`src/rtl/key_event_if.sv`:
```
// Event handshake bundle between key_event_queue (master) and its consumer (slave).
interface key_event_if #(
   parameter int ADDR_W = 2
) ();
   logic              ev_valid;
   logic              ev_ready;
   logic [1:0]        ev_type;
   logic [3:0]        ev_value;
   logic              ev_keypad;
   logic [ADDR_W:0]   count;
   logic              overflow;
   logic              clr_overflow;

   modport master (
      output ev_valid, ev_type, ev_value, ev_keypad, count, overflow,
      input  ev_ready, clr_overflow
   );

   modport slave (
      input  ev_valid, ev_type, ev_value, ev_keypad, count, overflow,
      output ev_ready, clr_overflow
   );
endinterface

```
`src/rtl/key_event_queue.sv`:
```
// Converts KeyboardDecoder state into classified press events queued in a small FIFO.
module key_event_queue #(
   parameter int DEPTH  = 4,
   parameter int ADDR_W = 2
) (
   input  logic         clk,
   input  logic         rst,
   input  logic [511:0] key_down,
   input  logic [8:0]   last_change,
   input  logic         key_valid,
   key_event_if.master  ev
);

   localparam logic [ADDR_W:0] FULL_CNT = (ADDR_W+1)'(DEPTH);

   typedef enum logic [1:0] {
      EV_DIGIT = 2'd0,
      EV_SPACE = 2'd1,
      EV_ENTER = 2'd2,
      EV_BKSP  = 2'd3
   } ev_type_e;

   typedef struct packed {
      ev_type_e   etype;
      logic [3:0] value;
      logic       keypad;
   } entry_t;

   logic [511:0]    prev_down_q, prev_down_d;
   logic [ADDR_W-1:0] wr_ptr_q, wr_ptr_d;
   logic [ADDR_W-1:0] rd_ptr_q, rd_ptr_d;
   logic [ADDR_W:0] count_q, count_d;
   logic            overflow_q, overflow_d;
   entry_t          mem_q [DEPTH];
   entry_t          mem_d [DEPTH];

   logic   cls_ok;
   entry_t cls_entry;
   logic   press, push, pop, empty, full, drop;

   // Map the most recent scancode to an event class; unknown codes are not pushable.
   always_comb begin
      cls_ok           = 1'b1;
      cls_entry.etype  = EV_DIGIT;
      cls_entry.value  = 4'd0;
      cls_entry.keypad = 1'b0;
      case (last_change)
         9'h045: cls_entry.value = 4'd0;
         9'h016: cls_entry.value = 4'd1;
         9'h01E: cls_entry.value = 4'd2;
         9'h026: cls_entry.value = 4'd3;
         9'h025: cls_entry.value = 4'd4;
         9'h02E: cls_entry.value = 4'd5;
         9'h036: cls_entry.value = 4'd6;
         9'h03D: cls_entry.value = 4'd7;
         9'h03E: cls_entry.value = 4'd8;
         9'h046: cls_entry.value = 4'd9;
         9'h070: begin cls_entry.value = 4'd0; cls_entry.keypad = 1'b1; end
         9'h069: begin cls_entry.value = 4'd1; cls_entry.keypad = 1'b1; end
         9'h072: begin cls_entry.value = 4'd2; cls_entry.keypad = 1'b1; end
         9'h07A: begin cls_entry.value = 4'd3; cls_entry.keypad = 1'b1; end
         9'h06B: begin cls_entry.value = 4'd4; cls_entry.keypad = 1'b1; end
         9'h073: begin cls_entry.value = 4'd5; cls_entry.keypad = 1'b1; end
         9'h074: begin cls_entry.value = 4'd6; cls_entry.keypad = 1'b1; end
         9'h06C: begin cls_entry.value = 4'd7; cls_entry.keypad = 1'b1; end
         9'h075: begin cls_entry.value = 4'd8; cls_entry.keypad = 1'b1; end
         9'h07D: begin cls_entry.value = 4'd9; cls_entry.keypad = 1'b1; end
         9'h029: cls_entry.etype = EV_SPACE;
         9'h05A, 9'h15A: cls_entry.etype = EV_ENTER;
         9'h066: cls_entry.etype = EV_BKSP;
         default: cls_ok = 1'b0;
      endcase
   end

   // Edge detection, FIFO bookkeeping and sticky overflow.
   always_comb begin
      press = key_valid & key_down[last_change] & ~prev_down_q[last_change];
      empty = (count_q == '0);
      full  = (count_q == FULL_CNT);
      pop   = ev.ev_ready & ~empty;
      // A full FIFO still accepts a push when the head leaves in the same cycle.
      drop  = press & cls_ok & full & ~pop;
      push  = press & cls_ok & ~drop;

      prev_down_d = key_down;
      wr_ptr_d    = wr_ptr_q;
      rd_ptr_d    = rd_ptr_q;
      count_d     = count_q;
      overflow_d  = overflow_q;
      mem_d       = mem_q;

      if (push) begin
         mem_d[wr_ptr_q] = cls_entry;
         wr_ptr_d        = wr_ptr_q + 1'b1;
      end
      if (pop) begin
         rd_ptr_d = rd_ptr_q + 1'b1;
      end
      if (push && !pop) begin
         count_d = count_q + 1'b1;
      end else if (pop && !push) begin
         count_d = count_q - 1'b1;
      end

      if (drop) begin
         overflow_d = 1'b1;
      end else if (ev.clr_overflow) begin
         overflow_d = 1'b0;
      end
   end

   // State registers; reset overrides every other input.
   always_ff @(posedge clk) begin
      if (rst) begin
         prev_down_q <= '0;
         wr_ptr_q    <= '0;
         rd_ptr_q    <= '0;
         count_q     <= '0;
         overflow_q  <= 1'b0;
         mem_q       <= '{default: '0};
      end else begin
         prev_down_q <= prev_down_d;
         wr_ptr_q    <= wr_ptr_d;
         rd_ptr_q    <= rd_ptr_d;
         count_q     <= count_d;
         overflow_q  <= overflow_d;
         mem_q       <= mem_d;
      end
   end

   // Present the head entry, or zeros when nothing is queued.
   always_comb begin
      ev.ev_valid  = ~empty;
      ev.ev_type   = 2'd0;
      ev.ev_value  = 4'd0;
      ev.ev_keypad = 1'b0;
      if (!empty) begin
         ev.ev_type   = mem_q[rd_ptr_q].etype;
         ev.ev_value  = mem_q[rd_ptr_q].value;
         ev.ev_keypad = mem_q[rd_ptr_q].keypad;
      end
      ev.count    = count_q;
      ev.overflow = overflow_q;
   end

endmodule

```
`src/flat_wrapper.sv`:
```
// flat-port wrapper written by rule: the top's interface ports become plain ports
module key_event_queue_flat 
#(
   parameter int DEPTH  = 4,
   parameter int ADDR_W = 2
)
  (clk, rst, key_down, last_change, key_valid, ev_ev_valid, ev_ev_type, ev_ev_value, ev_ev_keypad, ev_count, ev_overflow, ev_ev_ready, ev_clr_overflow);
  key_event_if #(.ADDR_W(ADDR_W)) ev_i ();
  input  logic clk;
  input  logic rst;
  input  logic [511:0] key_down;
  input  logic [8:0] last_change;
  input  logic key_valid;
  output wire logic [$bits(ev_i.ev_valid)-1:0] ev_ev_valid;
  output wire logic [$bits(ev_i.ev_type)-1:0] ev_ev_type;
  output wire logic [$bits(ev_i.ev_value)-1:0] ev_ev_value;
  output wire logic [$bits(ev_i.ev_keypad)-1:0] ev_ev_keypad;
  output wire logic [$bits(ev_i.count)-1:0] ev_count;
  output wire logic [$bits(ev_i.overflow)-1:0] ev_overflow;
  input wire logic [$bits(ev_i.ev_ready)-1:0] ev_ev_ready;
  input wire logic [$bits(ev_i.clr_overflow)-1:0] ev_clr_overflow;
  assign ev_ev_valid = ev_i.ev_valid;
  assign ev_ev_type = ev_i.ev_type;
  assign ev_ev_value = ev_i.ev_value;
  assign ev_ev_keypad = ev_i.ev_keypad;
  assign ev_count = ev_i.count;
  assign ev_overflow = ev_i.overflow;
  assign ev_i.ev_ready = ev_ev_ready;
  assign ev_i.clr_overflow = ev_clr_overflow;
  key_event_queue #(.DEPTH(DEPTH), .ADDR_W(ADDR_W)) u_core (.clk(clk), .rst(rst), .key_down(key_down), .last_change(last_change), .key_valid(key_valid), .ev(ev_i));
endmodule
```
`config.mk`:
```
export PLATFORM = sky130hd
export DESIGN_NAME = key_event_queue_flat
export DESIGN_NICKNAME = d
export VERILOG_FILES = /design/src/rtl/key_event_if.sv /design/src/rtl/key_event_queue.sv /design/src/flat_wrapper.sv
export SDC_FILE = /design/constraint.sdc
export NUM_CORES = 1
export LEC_CHECK = 0
export CAP_MARGIN = 20
export CORE_AREA = 2 2 197 248
export CTS_CLUSTER_DIAMETER = 50
export DETAILED_ROUTE_END_ITERATION = 16
export DIE_AREA = 0 0 199 250
export PLACE_DENSITY_LB_ADDON = 0.2
export SKIP_LAST_GASP = 1
export SLEW_MARGIN = 30
export SYNTH_ARGS = -nofsm -noshare
export SYNTH_HDL_FRONTEND = slang
export SYNTH_SLANG_ARGS = --single-unit
```
`constraint.sdc`:
```
create_clock -name clk -period 13.9 [get_ports clk]
set_input_delay 2.085 -clock clk [delete_from_list [all_inputs] [get_ports clk]]
set_output_delay 2.085 -clock clk [all_outputs]
set_load 0.005 [all_outputs]
```
==> results of run 1 <==
## flip-flops by register name (all words and copies together), names as in the netlist
signal	cells
u_core.mem_q	28
u_core.prev_down_q	512
u_core.ev.count	3
u_core.wr_ptr_q	2
u_core.ev.overflow	1
u_core.rd_ptr_q	2
## per-layer routing
layer | vias to the layer above | GRT usage (%) | part of all wire, %
li1 | 8234 | - | -
met1 | 8963 | 36.4 | 37
met2 | 790 | 54.1 | 51
met3 | 208 | 5.62 | 6.4
met4 | 6 | 15.4 | 5.2
met5 | - | 0 | 0.040
## critical path, delay by kind of cell
| kind | cells | cell delay [ps] |
|---|---|---|
| AOI/OAI and AO/OA | 6 | 1960 |
| xor gates and xnor gates | 1 | 180 |
| muxes | 1 | 580 |
| and+or+nand+nor | 2 | 450 |
| adders and majority gates | 2 | 580 |
| buffers and inverters | 4 | 1350 |
## worst paths after layout
kind,from,endpoint,slack (ps),depth (start not counted)
max,last_change[1],u_core.ev.count[2],6980,16
min,u_core.mem_q[11],u_core.mem_q[11],460,2
min reg2reg,u_core.mem_q[11],u_core.mem_q[11],460,2
max reg2reg,u_core.prev_down_q[427],u_core.ev.count[2],9450,13
## final cells by class
| class | instances | area, µm² | area share (%) |
|---|---|---|---|
| Timing Repair Buffer | 561 | 5620 | 17.6 |
| Clock buffer | 79 | 1660 | 5.19 |
| Antenna cell | 11 | 27.5 | 0.0861 |
| Clock inverter | 25 | 290 | 0.908 |
| Inverter | 7 | 26.3 | 0.0822 |
| Sequential cell | 548 | 11000 | 34.3 |
| Tap cell | 644 | 806 | 2.52 |
| Multi-Input combinational cell | 1313 | 12600 | 39.3 |
## logic make-up after synthesis
| kind of cell | Yosys count | share of synthesized area [%] |
|---|---|---|
| flops | 548 | 45.0 |
| mux | 390 | 27.9 |
| buf+inv | 175 | 3.52 |
| xor+xnor | 6 | 0.216 |
| compound gates | 193 | 5.87 |
| fa+ha+maj | 6 | 0.339 |
| simple gates | 718 | 17.1 |
## cells in the mapped netlist (6+ instances only)
cell	count
sky130_fd_sc_hd__nor2b_1	529
sky130_fd_sc_hd__buf_4	31
sky130_fd_sc_hd__o22ai_1	18
sky130_fd_sc_hd__nand3_1	23
sky130_fd_sc_hd__a31oi_1	6
sky130_fd_sc_hd__buf_6	6
sky130_fd_sc_hd__and2_1	12
sky130_fd_sc_hd__a221oi_1	13
sky130_fd_sc_hd__o21ai_0	21
sky130_fd_sc_hd__mux2_2	27
sky130_fd_sc_hd__a22o_1	8
sky130_fd_sc_hd__nor2_1	30
sky130_fd_sc_hd__a21oi_1	30
sky130_fd_sc_hd__o211ai_1	7
sky130_fd_sc_hd__mux2i_1	133
sky130_fd_sc_hd__nor3_1	10
sky130_fd_sc_hd__nand2b_1	14
sky130_fd_sc_hd__dfxtp_1	548
sky130_fd_sc_hd__a211oi_1	10
sky130_fd_sc_hd__a22oi_1	39
sky130_fd_sc_hd__mux4_2	229
sky130_fd_sc_hd__clkbuf_1	94
sky130_fd_sc_hd__nand2_1	81
sky130_fd_sc_hd__o2111ai_1	6
sky130_fd_sc_hd__buf_2	32
## where the power goes
| group | switching, mW | internal, mW |
|---|---|---|
| Clock | 0.637 | 0.926 |
| Sequential | 0.0354 | 1.66 |
| Combinational | 0.273 | 0.349 |
| Total | 0.945 | 2.93 |
## metrics by stage
step	hold slack [ps]	util, %
after global routing	478	67.1
after CTS	459	66.9
after detailed placement	451	62.8
after global placement	442	62.8
after floorplan	435	-
final	459	67.1
==> results.py, run 1 <==
metrics = {
    "setup_path": {
        "criticalPathCategory": "input port to flop",
        "start_kind": "input port",
        "critPathSlowestCell": "sky130_fd_sc_hd__a311oi_4",
        "path_cells": "buf_8 -> buf_12 -> buf_16 -> mux4_2 -> nor2b_1 -> a211oi_1 -> a2111oi_0 -> o311a_1 -> a311oi_4 -> o21a_1 -> ha_1 -> inv_1 -> fa_1 -> xor2_1 -> or3_1 -> a21oi_1",
        "crit_arrival_ps": 7430,
        "cp_slowest_stage_delay_ps": 600,
        "cp_max_fo": 104,
        "setup.worst_path.end_class": "flop",
        "timing.critical_path.required_ps": 14420,
    },
    "synth": {
        "gate_count_post_synth": 2036,
        "synth.top_cells.by_area": "sky130_fd_sc_hd__dfxtp_1 (45%), sky130_fd_sc_hd__mux4_2 (21%), sky130_fd_sc_hd__nor2b_1 (14%)",
        "synth.distinct_cells": 64,
        "synth_seq_area_share_pct": 45.0,
        "asyncSetResetFlopFracSynth_pct": 0,
        "post_synth.cell_area_avg_um2": 12.0,
        "synth_edf_count": 0,
        "mappedNetlistArea_mm2": 0.0244,
        "synth_largest_type_area_fraction_pct": 45.0,
        "dominantRegCellSynth": "sky130_fd_sc_hd__dfxtp_1",
        "synth.yosys.warnings": 0,
        "synth.ff_latch_count": 548,
        "synth_largest_area_cell": "sky130_fd_sc_hd__dfxtp_1",
        "postSynthNetCount": 2568,
    },
    "floorplan": {
        "io-pin-count": 538,
        "floorplan.die.width_um": 199,
        "die_height_um": 250,
        "core_region_area_mm2": 0.0476,
        "floorplan.initialDensity_pct": 51.2,
        "die_outline_area_mm2": 0.0498,
        "placement_rows": 90,
    },
    "cells_and_area": {
        "layout-drive-gt1-share_pct": 15.9,
        "layout.filler_cells": 3584,
        "count_of_nets_after_finishing": 3018,
        "area_growth_syn_to_layout_pct": 31.2,
        "final_design_area_no_fill_mm2": 0.0320,
        "highest_count_cells_in_the_layout_ignoring_fill_and_taps": "sky130_fd_sc_hd__dfxtp_1 (548), sky130_fd_sc_hd__clkdlybuf4s50_1 (530), sky130_fd_sc_hd__nor2b_1 (525), sky130_fd_sc_hd__mux4_2 (229), sky130_fd_sc_hd__mux2i_1 (133)",
        "layout_commonest_cell": "sky130_fd_sc_hd__dfxtp_1",
        "stdcell_count": 3188,
    },
    "timing": {
        "report.final.hold_viol_count": 0,
        "max_freq_ghz": 0.145,
        "timing.clock.skew_ps": 20.1,
        "relSlewSlack_pct": 35.0,
        "timing.final.setup_violations": 0,
        "worstMarginPinSlew_ps": 973,
        "setup_slack_ps": 6980,
        "final_period_minus_worst_setup_slack_ps": 6920,
        "grt_setup_unrepaired": "no",
        "final_max_slew_viol_count": 0,
        "finalCritPeriodShare_pct": 49.8,
        "setup_total_negative_slack_ps": 0,
    },
    "clock_tree": {
        "cts.path.max_buffers": 3,
        "cts_max_level": 2,
        "cts_tree": "done",
        "insertion_delay_ps": 620,
        "cts.sinks": 548,
        "post_cts.resized_instances": 0,
        "post_cts_hold_fix_bufs": 0,
        "cts.repair_timing.setup_buffer_count": 0,
        "cts.clk_slew.worst_paths_ps": 60,
        "cts-buffers-inserted": 55,
        "clk_root_buffer_cell": "sky130_fd_sc_hd__clkbuf_16",
    },
    "placed_design": {
        "worst_setup_slack_before_clock_tree_synthesis_ps": 6330,
        "place_hpwl_um": 57200,
        "buffer_ports.inserted": 537,
        "detailed_place.area_mm2": 0.0299,
        "place.detailed.instances": 3071,
        "place.gp.congestion": 0.887,
    },
    "global_routing": {
        "vias_in_the_first_global_route": 19327,
        "track_usage_pct": 31.0,
        "pin_count_of_the_biggest_net_entering_global_routing": 151,
        "grt_pass1_wl_um": 115000,
        "grt_overflow_total": 0,
        "antenna_found_initial": 15,
    },
    "drt": {
        "route.detailed.drc": 0,
        "drt-initial-drc-count": 1077,
        "routed-via-count": 18201,
        "vias_per_cell": 5.71,
        "antenna_violating_nets_post_route": 0,
        "avgRoutedWirePerCell_um": 24.3,
        "drt-total-wl_um": 77500,
        "drt_first_pass_iters": 5,
    },
    "power": {
        "report.power.total_mw": 3.88,
        "p_leak_nw": 12.1,
        "ir_drop_v": 0.0000865,
        "pwr_density_cell_mw_per_mm2": 121,
    },
    "run": {
        "timing.max_cap.violations": 0,
    },
    "hold_path": {
        "timing.hold.worst.class": "flop to flop",
    },
    "run_status": {
        "status": "finished clean",
    },
}
No activity file was read; power rests on OpenSTA's default activity.
==> inputs of run 2 (changes only) <==
--- a/config.mk
+++ b/config.mk
@@ -6,10 +6,10 @@
 export NUM_CORES = 1
 export LEC_CHECK = 0
 export CAP_MARGIN = 20
-export CORE_AREA = 2 2 197 248
+export CORE_AREA = 2 2 199 250
 export CTS_CLUSTER_DIAMETER = 50
 export DETAILED_ROUTE_END_ITERATION = 16
-export DIE_AREA = 0 0 199 250
+export DIE_AREA = 0 0 201 252
 export PLACE_DENSITY_LB_ADDON = 0.2
 export SKIP_LAST_GASP = 1
 export SLEW_MARGIN = 30
==> constraint.sdc (replaced) <==
create_clock -name clk -period 6.5 [get_ports clk]
set_input_delay 0.975 -clock clk [delete_from_list [all_inputs] [get_ports clk]]
set_output_delay 0.975 -clock clk [all_outputs]
set_load 0.005 [all_outputs]
==> results.py, run 2 (same netlist as run 1, synthesis figures left out) <==
metrics = {
    "drt": {
        "vias_per_cell": 5.71,
        "drt-initial-drc-count": 1084,
        "route.detailed.drc": 0,
        "drt_first_pass_iters": 5,
        "routed-via-count": 18281,
        "antenna_violating_nets_post_route": 0,
        "drt-total-wl_um": 78500,
        "avgRoutedWirePerCell_um": 24.5,
    },
    "timing": {
        "worstMarginPinSlew_ps": 936,
        "timing.final.setup_violations": 0,
        "final_max_slew_viol_count": 0,
        "finalCritPeriodShare_pct": 79.9,
        "hold-worst-slack_ps": 456,
        "final_period_minus_worst_setup_slack_ps": 5190,
        "report.final.hold_viol_count": 0,
        "setup_slack_ps": 1310,
        "setup_total_negative_slack_ps": 0,
        "timing.clock.skew_ps": 18.4,
        "max_freq_ghz": 0.193,
        "relSlewSlack_pct": 37.2,
        "grt_setup_unrepaired": "no",
    },
    "clock_tree": {
        "cts-buffers-inserted": 55,
        "cts.path.max_buffers": 3,
        "insertion_delay_ps": 610,
        "clk_root_buffer_cell": "sky130_fd_sc_hd__clkbuf_16",
        "cts_max_level": 2,
        "cts_tree": "done",
        "cts.clk_slew.worst_paths_ps": 60,
        "cts.sinks": 548,
        "cts.repair_timing.setup_buffer_count": 0,
        "post_cts_hold_fix_bufs": 0,
        "post_cts.resized_instances": 0,
    },
    "setup_path": {
        "cp_max_fo": 76,
        "worst_path_most_repeated_cell": "sky130_fd_sc_hd__mux4_2",
        "crit_arrival_ps": 5720,
        "path_cells": "buf_8 -> buf_4 -> mux4_2 -> mux4_2 -> o22ai_1 -> o211ai_1 -> a311oi_4 -> o21a_1 -> ha_1 -> inv_1 -> fa_1 -> xor2_1 -> or3_1 -> a21oi_1",
        "criticalPathCategory": "input port to flop",
        "setup.worst_path.end_class": "flop",
        "cp_slowest_stage_delay_ps": 570,
        "critPathSlowestCell": "sky130_fd_sc_hd__buf_4",
        "start_kind": "input port",
        "timing.critical_path.from": "last_change[1]",
        "timing.critical_path.required_ps": 7030,
        "worst_r2r_startpoint": "u_core.prev_down_q[435]",
    },
    "hold_path": {
        "worstHoldStart": "u_core.mem_q[7]",
        "timing.hold.worst.class": "flop to flop",
    },
    "global_routing": {
        "pin_count_of_the_biggest_net_entering_global_routing": 242,
        "track_usage_pct": 30.5,
        "vias_in_the_first_global_route": 19529,
        "grt_pass1_wl_um": 116000,
        "antenna_found_initial": 12,
        "grt_overflow_total": 0,
    },
    "placed_design": {
        "worst_setup_slack_before_clock_tree_synthesis_ps": 754,
        "detailed_place.area_mm2": 0.0302,
        "place.gp.congestion": 0.925,
        "buffer_ports.inserted": 537,
        "place.detailed.instances": 3091,
        "place_hpwl_um": 58800,
    },
    "floorplan": {
        "die_height_um": 252,
        "io-pin-count": 538,
        "die_outline_area_mm2": 0.0507,
        "floorplan.die.width_um": 201,
        "core_region_area_mm2": 0.0481,
        "placement_rows": 90,
        "floorplan.initialDensity_pct": 50.7,
    },
    "cells_and_area": {
        "layout_commonest_cell": "sky130_fd_sc_hd__dfxtp_1",
        "largest_reg_flops": 512,
        "final_design_area_no_fill_mm2": 0.0321,
        "layout.filler_cells": 3609,
        "highest_count_cells_in_the_layout_ignoring_fill_and_taps": "sky130_fd_sc_hd__dfxtp_1 (548), sky130_fd_sc_hd__clkdlybuf4s50_1 (530), sky130_fd_sc_hd__nor2b_1 (524), sky130_fd_sc_hd__mux4_2 (229), sky130_fd_sc_hd__mux2i_1 (133)",
        "core_occupancy_in_the_finished_layout_pct": 66.7,
        "count_of_nets_after_finishing": 3037,
        "area_growth_syn_to_layout_pct": 31.6,
        "stdcell_count": 3202,
        "layout-drive-gt1-share_pct": 16.4,
        "largest_reg_by_ff_count": "u_core.prev_down_q",
    },
    "run": {
        "timing.max_cap.violations": 0,
    },
    "power": {
        "p_leak_nw": 12.2,
        "report.power.total_mw": 8.23,
        "pwr_density_cell_mw_per_mm2": 257,
        "ir_drop_v": 0.000201,
    },
    "run_status": {
        "status": "finished clean",
    },
}
==> run 2: cell types whose count changed in the layout (fill, tap and decap cells not counted), sizes merged <==
cell	change
buf	+19
clkbuf	-4
diode	-3
clkinvlp	+2
==> run 2: worst max-delay path: cells and delay by family <==
kind                     cells  cell delay [ps]
AO/OA/AOI/OAI                5             1450
buffers and inverters        3             1170
multiplexers                 2              880
adder cells (fa/ha/maj)      2              600
AND/OR/NAND/NOR              1              310
XOR/XNOR                     1              180
==> run 2: where the power goes <==
group	total [mW]	switching [mW]	internal [mW]	leakage, nW
Sequential	3.62	0.0815	3.54	4.56
Clock	3.27	1.37	1.90	0.913
Combinational	1.34	0.583	0.756	6.70
Total	8.23	2.03	6.20	12.2
==> run 2: layout make-up <==
class / instances / area [µm²] / share of cell area (%)
diodes: 8 / 20.0 / 0.0624
clock buffers: 75 / 1570 / 4.91
clock inverters: 27 / 299 / 0.932
inverters: 7 / 26.3 / 0.0819
multi-input cells: 1313 / 12600 / 39.2
flip-flops and latches: 548 / 11000 / 34.2
well taps: 644 / 806 / 2.51
repair buffers: 580 / 5800 / 18.1
==> run 2: worst paths after layout <==
check                           depth (start not counted)            endpoint  slack [ps]
worst min register to register                          2     u_core.mem_q[7]         460
worst max-delay path                                   14  u_core.ev.count[2]        1310
worst min-delay path                                    2     u_core.mem_q[7]         460
worst max register to register                         13  u_core.ev.count[2]        2320
==> run 2: metal layers <==
layer / up-vias / track usage (%) / wire (µm) / part of all wire (%)
li1: 8263 / - / - / -
met1: 9058 / 35.7 / 29400 / 37
met2: 747 / 54.3 / 40500 / 52
met3: 203 / 5.32 / 5000 / 6.4
met4: 10 / 14.5 / 3560 / 4.5
met5: - / 0 / 64 / 0.082
==> inputs of run 3 (changes only) <==
==> constraint.sdc (replaced) <==
create_clock -name clk -period 5.3 [get_ports clk]
set_input_delay 0.795 -clock clk [delete_from_list [all_inputs] [get_ports clk]]
set_output_delay 0.795 -clock clk [all_outputs]
set_load 0.005 [all_outputs]
==> results.py, run 3 (same netlist as run 1, synthesis figures left out) <==
metrics = {
    "run_status": {
        "status": "finished clean",
    },
    "cells_and_area": {
        "largest_reg_flops": 512,
        "highest_count_cells_in_the_layout_ignoring_fill_and_taps": "sky130_fd_sc_hd__dfxtp_1 (548), sky130_fd_sc_hd__clkdlybuf4s50_1 (530), sky130_fd_sc_hd__nor2b_1 (525), sky130_fd_sc_hd__mux4_2 (229), sky130_fd_sc_hd__mux2i_1 (133)",
        "seqCellArea_mm2": 0.0110,
        "multiInputGateArea_mm2": 0.0126,
        "core_occupancy_in_the_finished_layout_pct": 67.0,
        "final_design_area_no_fill_mm2": 0.0322,
        "area_growth_syn_to_layout_pct": 32.2,
        "count_of_nets_after_finishing": 3060,
        "stdcell_count": 3217,
        "layout.filler_cells": 3704,
        "largest_reg_by_ff_count": "u_core.prev_down_q",
        "layout_commonest_cell": "sky130_fd_sc_hd__dfxtp_1",
        "layout-drive-gt1-share_pct": 17.1,
    },
    "floorplan": {
        "die_outline_area_mm2": 0.0507,
        "floorplan.initialDensity_pct": 50.7,
        "floorplan.die.width_um": 201,
        "placement_rows": 90,
        "io-pin-count": 538,
        "core_region_area_mm2": 0.0481,
        "die_height_um": 252,
    },
    "hold_path": {
        "timing.hold.worst.class": "flop to flop",
    },
    "drt": {
        "routed-via-count": 18357,
        "drt-total-wl_um": 80100,
        "drt_first_pass_iters": 5,
        "drt-initial-drc-count": 1083,
        "antenna_violating_nets_post_route": 0,
        "route.detailed.drc": 0,
        "vias_per_cell": 5.71,
        "avgRoutedWirePerCell_um": 24.9,
    },
    "timing": {
        "setup_slack_ps": 808,
        "finalCritPeriodShare_pct": 84.8,
        "worstMarginPinSlew_ps": 968,
        "report.final.hold_viol_count": 0,
        "timing.final.setup_violations": 0,
        "final_max_slew_viol_count": 0,
        "max_freq_ghz": 0.223,
        "setup_total_negative_slack_ps": 0,
        "relSlewSlack_pct": 35.5,
        "timing.clock.skew_ps": 19.7,
        "final_period_minus_worst_setup_slack_ps": 4490,
        "grt_setup_unrepaired": "no",
        "hold-worst-slack_ps": 462,
    },
    "clock_tree": {
        "cts.clk_slew.worst_paths_ps": 60,
        "cts_max_level": 2,
        "cts.path.max_buffers": 3,
        "post_cts_hold_fix_bufs": 0,
        "post_cts.resized_instances": 0,
        "clk_root_buffer_cell": "sky130_fd_sc_hd__clkbuf_16",
        "cts.sinks": 548,
        "insertion_delay_ps": 610,
        "cts_tree": "done",
        "cts-buffers-inserted": 54,
        "cts.repair_timing.setup_buffer_count": 0,
    },
    "setup_path": {
        "timing.critical_path.required_ps": 5820,
        "path_cells": "buf_8 -> buf_12 -> buf_4 -> mux4_2 -> a211oi_1 -> a211oi_1 -> o41ai_1 -> buf_4 -> a31o_2 -> a21oi_4 -> o21a_1 -> ha_1 -> inv_1 -> fa_1 -> xor2_1 -> or3_1 -> a21oi_1",
        "crit_arrival_ps": 5010,
        "cp_slowest_stage_delay_ps": 620,
        "start_kind": "input port",
        "number_of_buffer_and_inverter_stages_on_the_critical_path": 5,
        "setup.worst_path.end_class": "flop",
        "criticalPathCategory": "input port to flop",
        "timing.critical_path.max_delay_family": "compound AO/OA/AOI/OAI gates",
        "cp_max_fo": 48,
        "critPathSlowestCell": "sky130_fd_sc_hd__o41ai_1",
    },
    "power": {
        "ir_drop_v": 0.000216,
        "pwr_density_cell_mw_per_mm2": 312,
        "p_leak_nw": 12.3,
        "report.power.total_mw": 10.1,
    },
    "placed_design": {
        "place.detailed.instances": 3116,
        "place_hpwl_um": 60500,
        "place.gp.congestion": 0.877,
        "buffer_ports.inserted": 537,
        "detailed_place.area_mm2": 0.0304,
        "worst_setup_slack_before_clock_tree_synthesis_ps": 233,
    },
    "global_routing": {
        "pin_count_of_the_biggest_net_entering_global_routing": 229,
        "grt_pass1_wl_um": 118000,
        "vias_in_the_first_global_route": 19828,
        "antenna_found_initial": 9,
        "track_usage_pct": 31.2,
        "grt_overflow_total": 0,
    },
    "run": {
        "timing.max_cap.violations": 0,
    },
}
[run 3: cell types whose count changed in the layout (fill, tap and decap cells not counted), sizes merged]
cell	delta
buf	+24
bufinv	-1
clkbuf	+2
clkinv	-1
clkinvlp	-4
diode	-4
inv	-1
[run 3: worst register-to-register path: cells and delay by family (launching register included)]
| family | cells | cell delay, ps |
|---|---|---|
| compound gates | 6 | 1490 |
| fa+ha+maj | 2 | 570 |
| buf+inv | 1 | 60 |
| mux | 2 | 940 |
| xor+xnor | 1 | 180 |
| simple gates | 1 | 310 |
| flops | 1 | 310 |
[run 3: area by class of cell]
type / instances / area share (%)
multi-input combinational: 1313 / 39.0
inverter: 7 / 0.0816
clock buffer: 77 / 5.03
clock inverter: 20 / 0.684
sequential: 548 / 34.1
antenna: 4 / 0.0311
tap: 644 / 2.50
timing repair buffer: 604 / 18.6
[run 3: power by group]
group / internal, mW / switching (mW)
clock network: 2.32 / 1.64
registers: 4.34 / 0.102
logic: 0.942 / 0.724
[run 3: worst paths after layout]
check | start | endpoint | slack (ps) | depth (start not counted)
min | u_core.mem_q[6] | u_core.mem_q[6] | 460 | 2
max reg2reg | u_core.prev_down_q[427] | u_core.ev.count[2] | 1350 | 13
min reg2reg | u_core.mem_q[6] | u_core.mem_q[6] | 460 | 2
max | last_change[1] | u_core.ev.count[2] | 810 | 17
[run 3: routing by layer]
layer / GRT usage (%) / wire (µm) / up-vias
met1: 35.5 / 29700 / 9113
met3: 6.17 / 4840 / 218
met2: 55.5 / 41100 / 719
met4: 16.2 / 4360 / 10
li1: - / - / 8297
met5: 0 / 70 / -
